===== config.mk =====
export PLATFORM = sky130hd
export DESIGN_NAME = divider_sequencer
export DESIGN_NICKNAME = d
export VERILOG_FILES = /design/src/rtl/divseq_pkg.sv /design/src/rtl/divider_sequencer_period_counter.sv /design/src/rtl/divider_sequencer.sv
export SDC_FILE = /design/constraint.sdc
export NUM_CORES = 1
export LEC_CHECK = 0
export ABC_AREA = 1
export CORE_MARGIN = 2
export CORE_UTILIZATION = 45
export CTS_CLUSTER_DIAMETER = 80
export DETAILED_ROUTE_END_ITERATION = 10
export GPL_TIMING_DRIVEN = 0
export PLACE_DENSITY = 0.63
export SETUP_SLACK_MARGIN = 0.3
export SLEW_MARGIN = 10
export SYNTH_ARGS = -nofsm -noshare
export SYNTH_HDL_FRONTEND = slang
export SYNTH_SLANG_ARGS = --single-unit

===== constraint.sdc =====
create_clock -name clock -period 3.7 [get_ports clock]
set_input_delay 0.37 -clock clock [delete_from_list [all_inputs] [get_ports clock]]
set_output_delay 0.37 -clock clock [all_outputs]
set_load 0.05 [all_outputs]

===== src/rtl/divseq_pkg.sv =====
// Shared definitions for the divider sequencer.
// Holds the controller state encoding, the smallest usable divisor and
// the default widths that the top level and its period counter share.
package divseq_pkg;

    localparam int CNT_W_DEF       = 11;
    localparam int BURST_W_DEF     = 16;
    localparam int DEFAULT_DIV_DEF = 1040;

    // A period shorter than two cycles cannot produce a distinct tick/phase.
    localparam int DIV_MIN = 2;

    typedef enum logic [1:0] {
        IDLE     = 2'd0,
        RUN      = 2'd1,
        STOPPING = 2'd2
    } state_t;

endpackage


===== src/rtl/divider_sequencer_period_counter.sv =====
// Period counter for the divider sequencer.
// Holds the active divisor and counts 0..div_active-1 while enabled.
// Ports:
//   clock     in   system clock
//   reset_n   in   asynchronous active-low reset
//   clear     in   force count to 0 (start of a run)
//   enable    in   count while high
//   load      in   replace the active divisor with load_div
//   load_div  in   divisor value to load (already saturated by the caller)
//   wrap      out  high in the last cycle of a period while enabled
module period_counter
    import divseq_pkg::*;
#(
    parameter int CNT_W       = CNT_W_DEF,
    parameter int DEFAULT_DIV = DEFAULT_DIV_DEF
) (
    input  logic             clock,
    input  logic             reset_n,
    input  logic             clear,
    input  logic             enable,
    input  logic             load,
    input  logic [CNT_W-1:0] load_div,
    output logic             wrap
);

    logic [CNT_W-1:0] count_reg;
    logic [CNT_W-1:0] div_active_reg;

    assign wrap = enable && (count_reg == (div_active_reg - CNT_W'(1)));

    always_ff @(posedge clock or negedge reset_n) begin
        if (!reset_n) begin
            count_reg      <= '0;
            div_active_reg <= CNT_W'(DEFAULT_DIV);
        end else begin
            // A new divisor takes effect for the period that starts on this edge.
            if (load) begin
                div_active_reg <= load_div;
            end
            if (clear || wrap) begin
                count_reg <= '0;
            end else if (enable) begin
                count_reg <= count_reg + CNT_W'(1);
            end
        end
    end

endmodule


===== src/rtl/divider_sequencer.sv =====
// Run-time controller for the clock-division path.
// Produces a one-cycle tick enable at the end of every period and a
// square-wave phase that toggles on each tick, sequences start/stop and
// finite bursts, and takes divisor/burst configuration over valid/ready.
// Configuration received while running waits in a one-entry slot and is
// applied only on a period boundary.
// Ports:
//   clock        in   system clock
//   reset_n      in   asynchronous active-low reset
//   cfg_valid    in   configuration offer
//   cfg_ready    out  configuration accept
//   cfg_divisor  in   cycles per tick (values below 2 act as 2)
//   cfg_burst    in   ticks per run, 0 = free-running
//   start        in   run request (level)
//   stop         in   stop request (level)
//   tick         out  one-cycle enable at the end of each period
//   phase        out  toggles on every tick
//   busy         out  high while running or stopping
//   done         out  one-cycle pulse after a run ends
//   tick_count   out  ticks emitted in the current run
module divider_sequencer
    import divseq_pkg::*;
#(
    parameter int CNT_W       = CNT_W_DEF,
    parameter int DEFAULT_DIV = DEFAULT_DIV_DEF,
    parameter int BURST_W     = BURST_W_DEF
) (
    input  logic               clock,
    input  logic               reset_n,
    input  logic               cfg_valid,
    output logic               cfg_ready,
    input  logic [CNT_W-1:0]   cfg_divisor,
    input  logic [BURST_W-1:0] cfg_burst,
    input  logic               start,
    input  logic               stop,
    output logic               tick,
    output logic               phase,
    output logic               busy,
    output logic               done,
    output logic [BURST_W-1:0] tick_count
);

    state_t             state_reg, state_next;
    logic [BURST_W-1:0] burst_reg, burst_next;
    logic               pend_reg, pend_next;
    logic [CNT_W-1:0]   slot_div_reg, slot_div_next;
    logic [BURST_W-1:0] slot_burst_reg, slot_burst_next;
    logic               tick_reg, tick_next;
    logic               phase_reg, phase_next;
    logic               busy_reg, busy_next;
    logic               finish_reg, finish_next;
    logic               done_reg;
    logic               cfg_ready_reg, cfg_ready_next;
    logic [BURST_W-1:0] tick_count_reg, tick_count_next;

    logic               transfer;
    logic [CNT_W-1:0]   cfg_div_sat;
    logic [BURST_W-1:0] tick_count_inc;
    logic [BURST_W-1:0] burst_eff;
    logic               ending;
    logic               wrap;
    logic               cnt_clear;
    logic               cnt_load;
    logic [CNT_W-1:0]   cnt_load_div;

    assign transfer       = cfg_valid && cfg_ready_reg;
    assign cfg_div_sat    = (cfg_divisor < CNT_W'(DIV_MIN)) ? CNT_W'(DIV_MIN) : cfg_divisor;
    assign tick_count_inc = tick_count_reg + BURST_W'(1);

    period_counter #(
        .CNT_W       (CNT_W),
        .DEFAULT_DIV (DEFAULT_DIV)
    ) u_period_counter (
        .clock    (clock),
        .reset_n  (reset_n),
        .clear    (cnt_clear),
        .enable   (state_reg != IDLE),
        .load     (cnt_load),
        .load_div (cnt_load_div),
        .wrap     (wrap)
    );

    always_comb begin
        state_next      = state_reg;
        burst_next      = burst_reg;
        pend_next       = pend_reg;
        slot_div_next   = slot_div_reg;
        slot_burst_next = slot_burst_reg;
        tick_next       = 1'b0;
        phase_next      = phase_reg;
        finish_next     = 1'b0;
        tick_count_next = tick_count_reg;
        burst_eff       = burst_reg;
        ending          = 1'b0;
        cnt_clear       = 1'b0;
        cnt_load        = 1'b0;
        cnt_load_div    = slot_div_reg;

        case (state_reg)
            IDLE: begin
                if (transfer) begin
                    cnt_load     = 1'b1;
                    cnt_load_div = cfg_div_sat;
                    burst_next   = cfg_burst;
                end
                // stop wins when both requests are present
                if (start && !stop) begin
                    state_next      = RUN;
                    cnt_clear       = 1'b1;
                    tick_count_next = '0;
                end
            end

            RUN, STOPPING: begin
                if (wrap) begin
                    tick_next       = 1'b1;
                    phase_next      = ~phase_reg;
                    tick_count_next = tick_count_inc;
                    // A pending slot becomes active on this boundary, and its
                    // burst length already governs whether the run ends here.
                    if (pend_reg) begin
                        cnt_load     = 1'b1;
                        cnt_load_div = slot_div_reg;
                        burst_next   = slot_burst_reg;
                        burst_eff    = slot_burst_reg;
                        pend_next    = 1'b0;
                    end
                    ending = (state_reg == STOPPING) ||
                             ((burst_eff != '0) && (tick_count_inc >= burst_eff));
                    if (ending) begin
                        state_next  = IDLE;
                        finish_next = 1'b1;
                    end else if ((state_reg == RUN) && stop) begin
                        state_next = STOPPING;
                    end
                end else if ((state_reg == RUN) && stop) begin
                    state_next = STOPPING;
                end

                // Only possible with an empty slot, so never collides with the
                // slot load above. On the final edge of a run the slot would be
                // applied on entry to IDLE anyway, so it is written directly.
                if (transfer) begin
                    if (ending) begin
                        cnt_load     = 1'b1;
                        cnt_load_div = cfg_div_sat;
                        burst_next   = cfg_burst;
                    end else begin
                        pend_next       = 1'b1;
                        slot_div_next   = cfg_div_sat;
                        slot_burst_next = cfg_burst;
                    end
                end
            end

            default: begin
                state_next = IDLE;
            end
        endcase
    end

    assign cfg_ready_next = (state_next == IDLE) ? 1'b1 : !pend_next;
    assign busy_next      = (state_next != IDLE);

    always_ff @(posedge clock or negedge reset_n) begin
        if (!reset_n) begin
            state_reg      <= IDLE;
            burst_reg      <= '0;
            pend_reg       <= 1'b0;
            slot_div_reg   <= CNT_W'(DEFAULT_DIV);
            slot_burst_reg <= '0;
            tick_reg       <= 1'b0;
            phase_reg      <= 1'b0;
            busy_reg       <= 1'b0;
            finish_reg     <= 1'b0;
            done_reg       <= 1'b0;
            cfg_ready_reg  <= 1'b1;
            tick_count_reg <= '0;
        end else begin
            state_reg      <= state_next;
            burst_reg      <= burst_next;
            pend_reg       <= pend_next;
            slot_div_reg   <= slot_div_next;
            slot_burst_reg <= slot_burst_next;
            tick_reg       <= tick_next;
            phase_reg      <= phase_next;
            busy_reg       <= busy_next;
            finish_reg     <= finish_next;
            // done trails the final tick by one cycle
            done_reg       <= finish_reg;
            cfg_ready_reg  <= cfg_ready_next;
            tick_count_reg <= tick_count_next;
        end
    end

    assign tick       = tick_reg;
    assign phase      = phase_reg;
    assign busy       = busy_reg;
    assign done       = done_reg;
    assign cfg_ready  = cfg_ready_reg;
    assign tick_count = tick_count_reg;

endmodule


==> results.toml <==
[clock_tree]
clk_pin_slew_ps = 70
cts_hold_buf = 0
clk_latency_ps = 350
cts.sinks = 90
cts_buffers = 9
tritoncts = "done"
clockRootBuffer = "clkbuf_16"
cts_max_path_buffers = 2
h-tree-depth = 3

[final_layout]
multi_input_area_sq_um = 3310
layout_common_cells = "nand2_1, inv_1, dfrtp_1"
drive_above_1_share_pct = 14.5
final_common_cell = "nand2_1"
fillerInstances = 1181
area_delta_synth_final_pct = 25.9
antenna_cells = 0
seqCellArea_sq_um = 2260
fin_nets = 987

[yosys]
yosysSeqAreaShare_pct = 38.0
synth-seq-cells = 90
yosys_warnings = 0
syn_nets = 902
synth_top_area_share_pct = 35.8
yosysTopAreaCell = "dfrtp_1"
postSynthCellCount = 847
synthesis.area_per_instance_sq_um = 7.02
synth.area.top_cells = "dfrtp_1, nand2_1, inv_1, o21ai_0, nand3_1"
syn_area_sq_um = 5950
synth_cell_type_count = 38

[floorplan]
rows = 41
dieArea_sq_um = 14100
coreArea_sq_um = 12800
fp.dieH_microns = 119
num_io_pins = 53
chipWidth_microns = 119
start_util_pct = 46.5

[power]
comb_power_share_pct = 53.6
power.switching_mw = 2.59
swShare_pct = 46.7
internal_power_mw = 2.95
power.density_nw_per_um2 = 741
vdd_drop_max_v = 0.000386
clock_power_share_pct = 17.4
seqPwrFrac_pct = 29.0
cellLeakagePower_nw = 3.68

[setup_path]
critPathMostFrequentCell = "nand3_2"
crit_chain = "nand3_2, nor2_4, nand3_2, nor2_4, nand3_2, nor2_2, nand4_1, xor2_1, inv_1, ha_1, a21oi_1, o21ai_1, a21oi_1, nand3_1, nand2_1, nand2_2, buf_4, nand3_4, nand3_4, buf_4, nand2_1, o21ai_0"
r2r_start = "tick_count[2]"
critPathSlowestCell = "dfrtp_2"
worstPathRequired_ps = 3930
path_class = "reg2reg"
rr_worst_depth = 22
startpoint_type = "flip-flop"
cp-end-kind = "flip-flop"
r2r-end = "slot_div_reg[2]"
path_delay_family = "simple AND/OR/NAND/NOR gates"
ff2ff_setup_slack_ps = 300
cp.arrival_ps = 3640
max_stage_delay_ps = 420
cp.buffers_inverters = 3
cp_max_fo = 10

[sta]
timing.hold.ws_ps = -8.67
finalMaxSlewViolations = 0
fin_tns_setup_ps = 0
fin_crit_sh_pct = 91.9
setup_violations = 0
worstMarginPinSlew_ps = 695
rsz0062_at_grt = "true"
clock_skew_ps = 5.72
hold_viol = 3
slew-limit-headroom_pct = 53.6
post-route-min-period_ps = 3400
fmax_ghz = 0.294

[global_route]
overflow = 0
grt_pass1_vias = 5427
grt_pass1_wl_mm = 26.7
track_usage_pct = 23.4
grt_max_degree = 53
grt_antenna_before_repair = 0

[routing]
wire_per_inst_microns = 14.7
via_count = 5921
drt_iter0_drc = 494
drtAntennaViolNets = 0
drc = 0
via_per_inst = 5.34
drt_pass1_iterations = 5
wirelength_mm = 16.3

[worst_hold_path]
min-delay-path-class = "in2async"

[run_status]
status = "finished with violations"
violations = "hold timing"

[placed_design]
port_buffers = 52
dp_hpwl_mm = 11.9
gp_congestion = 0.894

[job]
drv_cap = 0
==> worst register-to-register path: cells and delay by family, from the launching register on <==
| kind | cells | cell delay, ps |
|---|---|---|
| AOI/OAI and AO/OA | 4 | 430 |
| xor gates and xnor gates | 1 | 220 |
| adders and majority gates | 1 | 310 |
| buffers and inverters | 3 | 470 |
| DFF | 1 | 420 |
| and+or+nand+nor | 13 | 1420 |
==> cell usage after synthesis <==
cell type  number
a21o_1          1
a21oi_1        27
a22o_1          1
buf_1           2
buf_2          11
buf_4           5
buf_6           2
clkbuf_1       13
dfrtp_1        85
dfstp_2         5
ha_1           23
inv_1         119
inv_2           3
nand2_1       221
nand2_2         1
nand2_4         1
nand3_1        69
nand3_2         1
nand3b_1        3
nand4_1        14
nand4_2         1
nand4_4         1
nor2_1         78
nor2_2          6
nor2_4          2
nor3_1          6
nor3b_1         1
o211ai_1        3
o21a_1          1
o21ai_0        84
o21ai_1         9
o21bai_1        2
o22ai_1         6
o31ai_1        11
or2_2           4
xnor2_1         5
xor2_1         19
xor2_2          1
==> worst max path at each step <==
stage	from	end	slack [ps]	cells past startpoint
after detailed placement	tick_count[0]	u_period_counter.div_active_reg[2]	70	25
after floorplan	tick_count[0]	u_period_counter.div_active_reg[2]	320	25
after CTS	tick_count[0]	u_period_counter.div_active_reg[2]	280	25
after global routing	tick_count[1]	u_period_counter.div_active_reg[7]	-20	24
final	tick_count[2]	slot_div_reg[2]	300	22
after global placement	reset_n	tick_count[0]	-1490	1
==> metal layers <==
| layer | global-route usage, % | wire, microns | vias to the layer above |
|---|---|---|---|
| li1 | - | - | 2891 |
| met1 | 33.3 | 7700 | 2806 |
| met2 | 35.0 | 7270 | 202 |
| met3 | 4.65 | 985 | 22 |
| met4 | 8.93 | 327 | 0 |
| met5 | 0 | 0 | - |
==> area by class of cell <==
cell class	instances	area share (%)
Multi-Input combinational cell	602	44.3
Inverter	122	6.19
Tap cell	172	2.88
Timing Repair Buffer	74	9.60
Sequential cell	90	30.3
Clock inverter	5	0.702
Buffer	33	2.73
Clock buffer	11	3.38
==> stage by stage <==
step	setup WS (ps)	instance area (sq um)	total power, mW	util [%]	std cells
2_1_floorplan	316	5990	3.53	-	847
3_3_place_gp	-1490	6730	4.19	52.7	1071
3_5_place_dp	66.9	6760	4.28	52.9	1072
4_1_cts	283	7170	5.30	56.1	1096
5_1_grt	-24.3	7480	6.01	58.6	1109
6_report	299	7480	5.54	58.6	1109
==> power groups by stage <==
stage / sequential (mW) / combinational, mW / clock (mW)
after floorplan: 1.64 / 1.89 / 0
after global placement: 1.61 / 2.58 / 0
after detailed placement: 1.62 / 2.66 / 0
after CTS: 1.60 / 2.72 / 0.978
after global routing: 1.65 / 3.32 / 1.03
final: 1.61 / 2.97 / 0.963
==> logic make-up after synthesis <==
kind of cell	count (synthesis)	synth area share, %
AO/OA/AOI/OAI	145	13.2
XOR/XNOR	25	3.81
adder cells (fa/ha/maj)	23	4.84
buffers and inverters	155	10.6
flip-flops	90	38.0
AND/OR/NAND/NOR	409	29.6
==> repair_timing <==
action                     CTS  global route
setup endpoints to repair   53            59
setup buffers                8            11
pin swaps                   12            28
gates resized for setup     15            59
cloned                       0             2
Note: power is estimated with default switching activity, not from simulation.
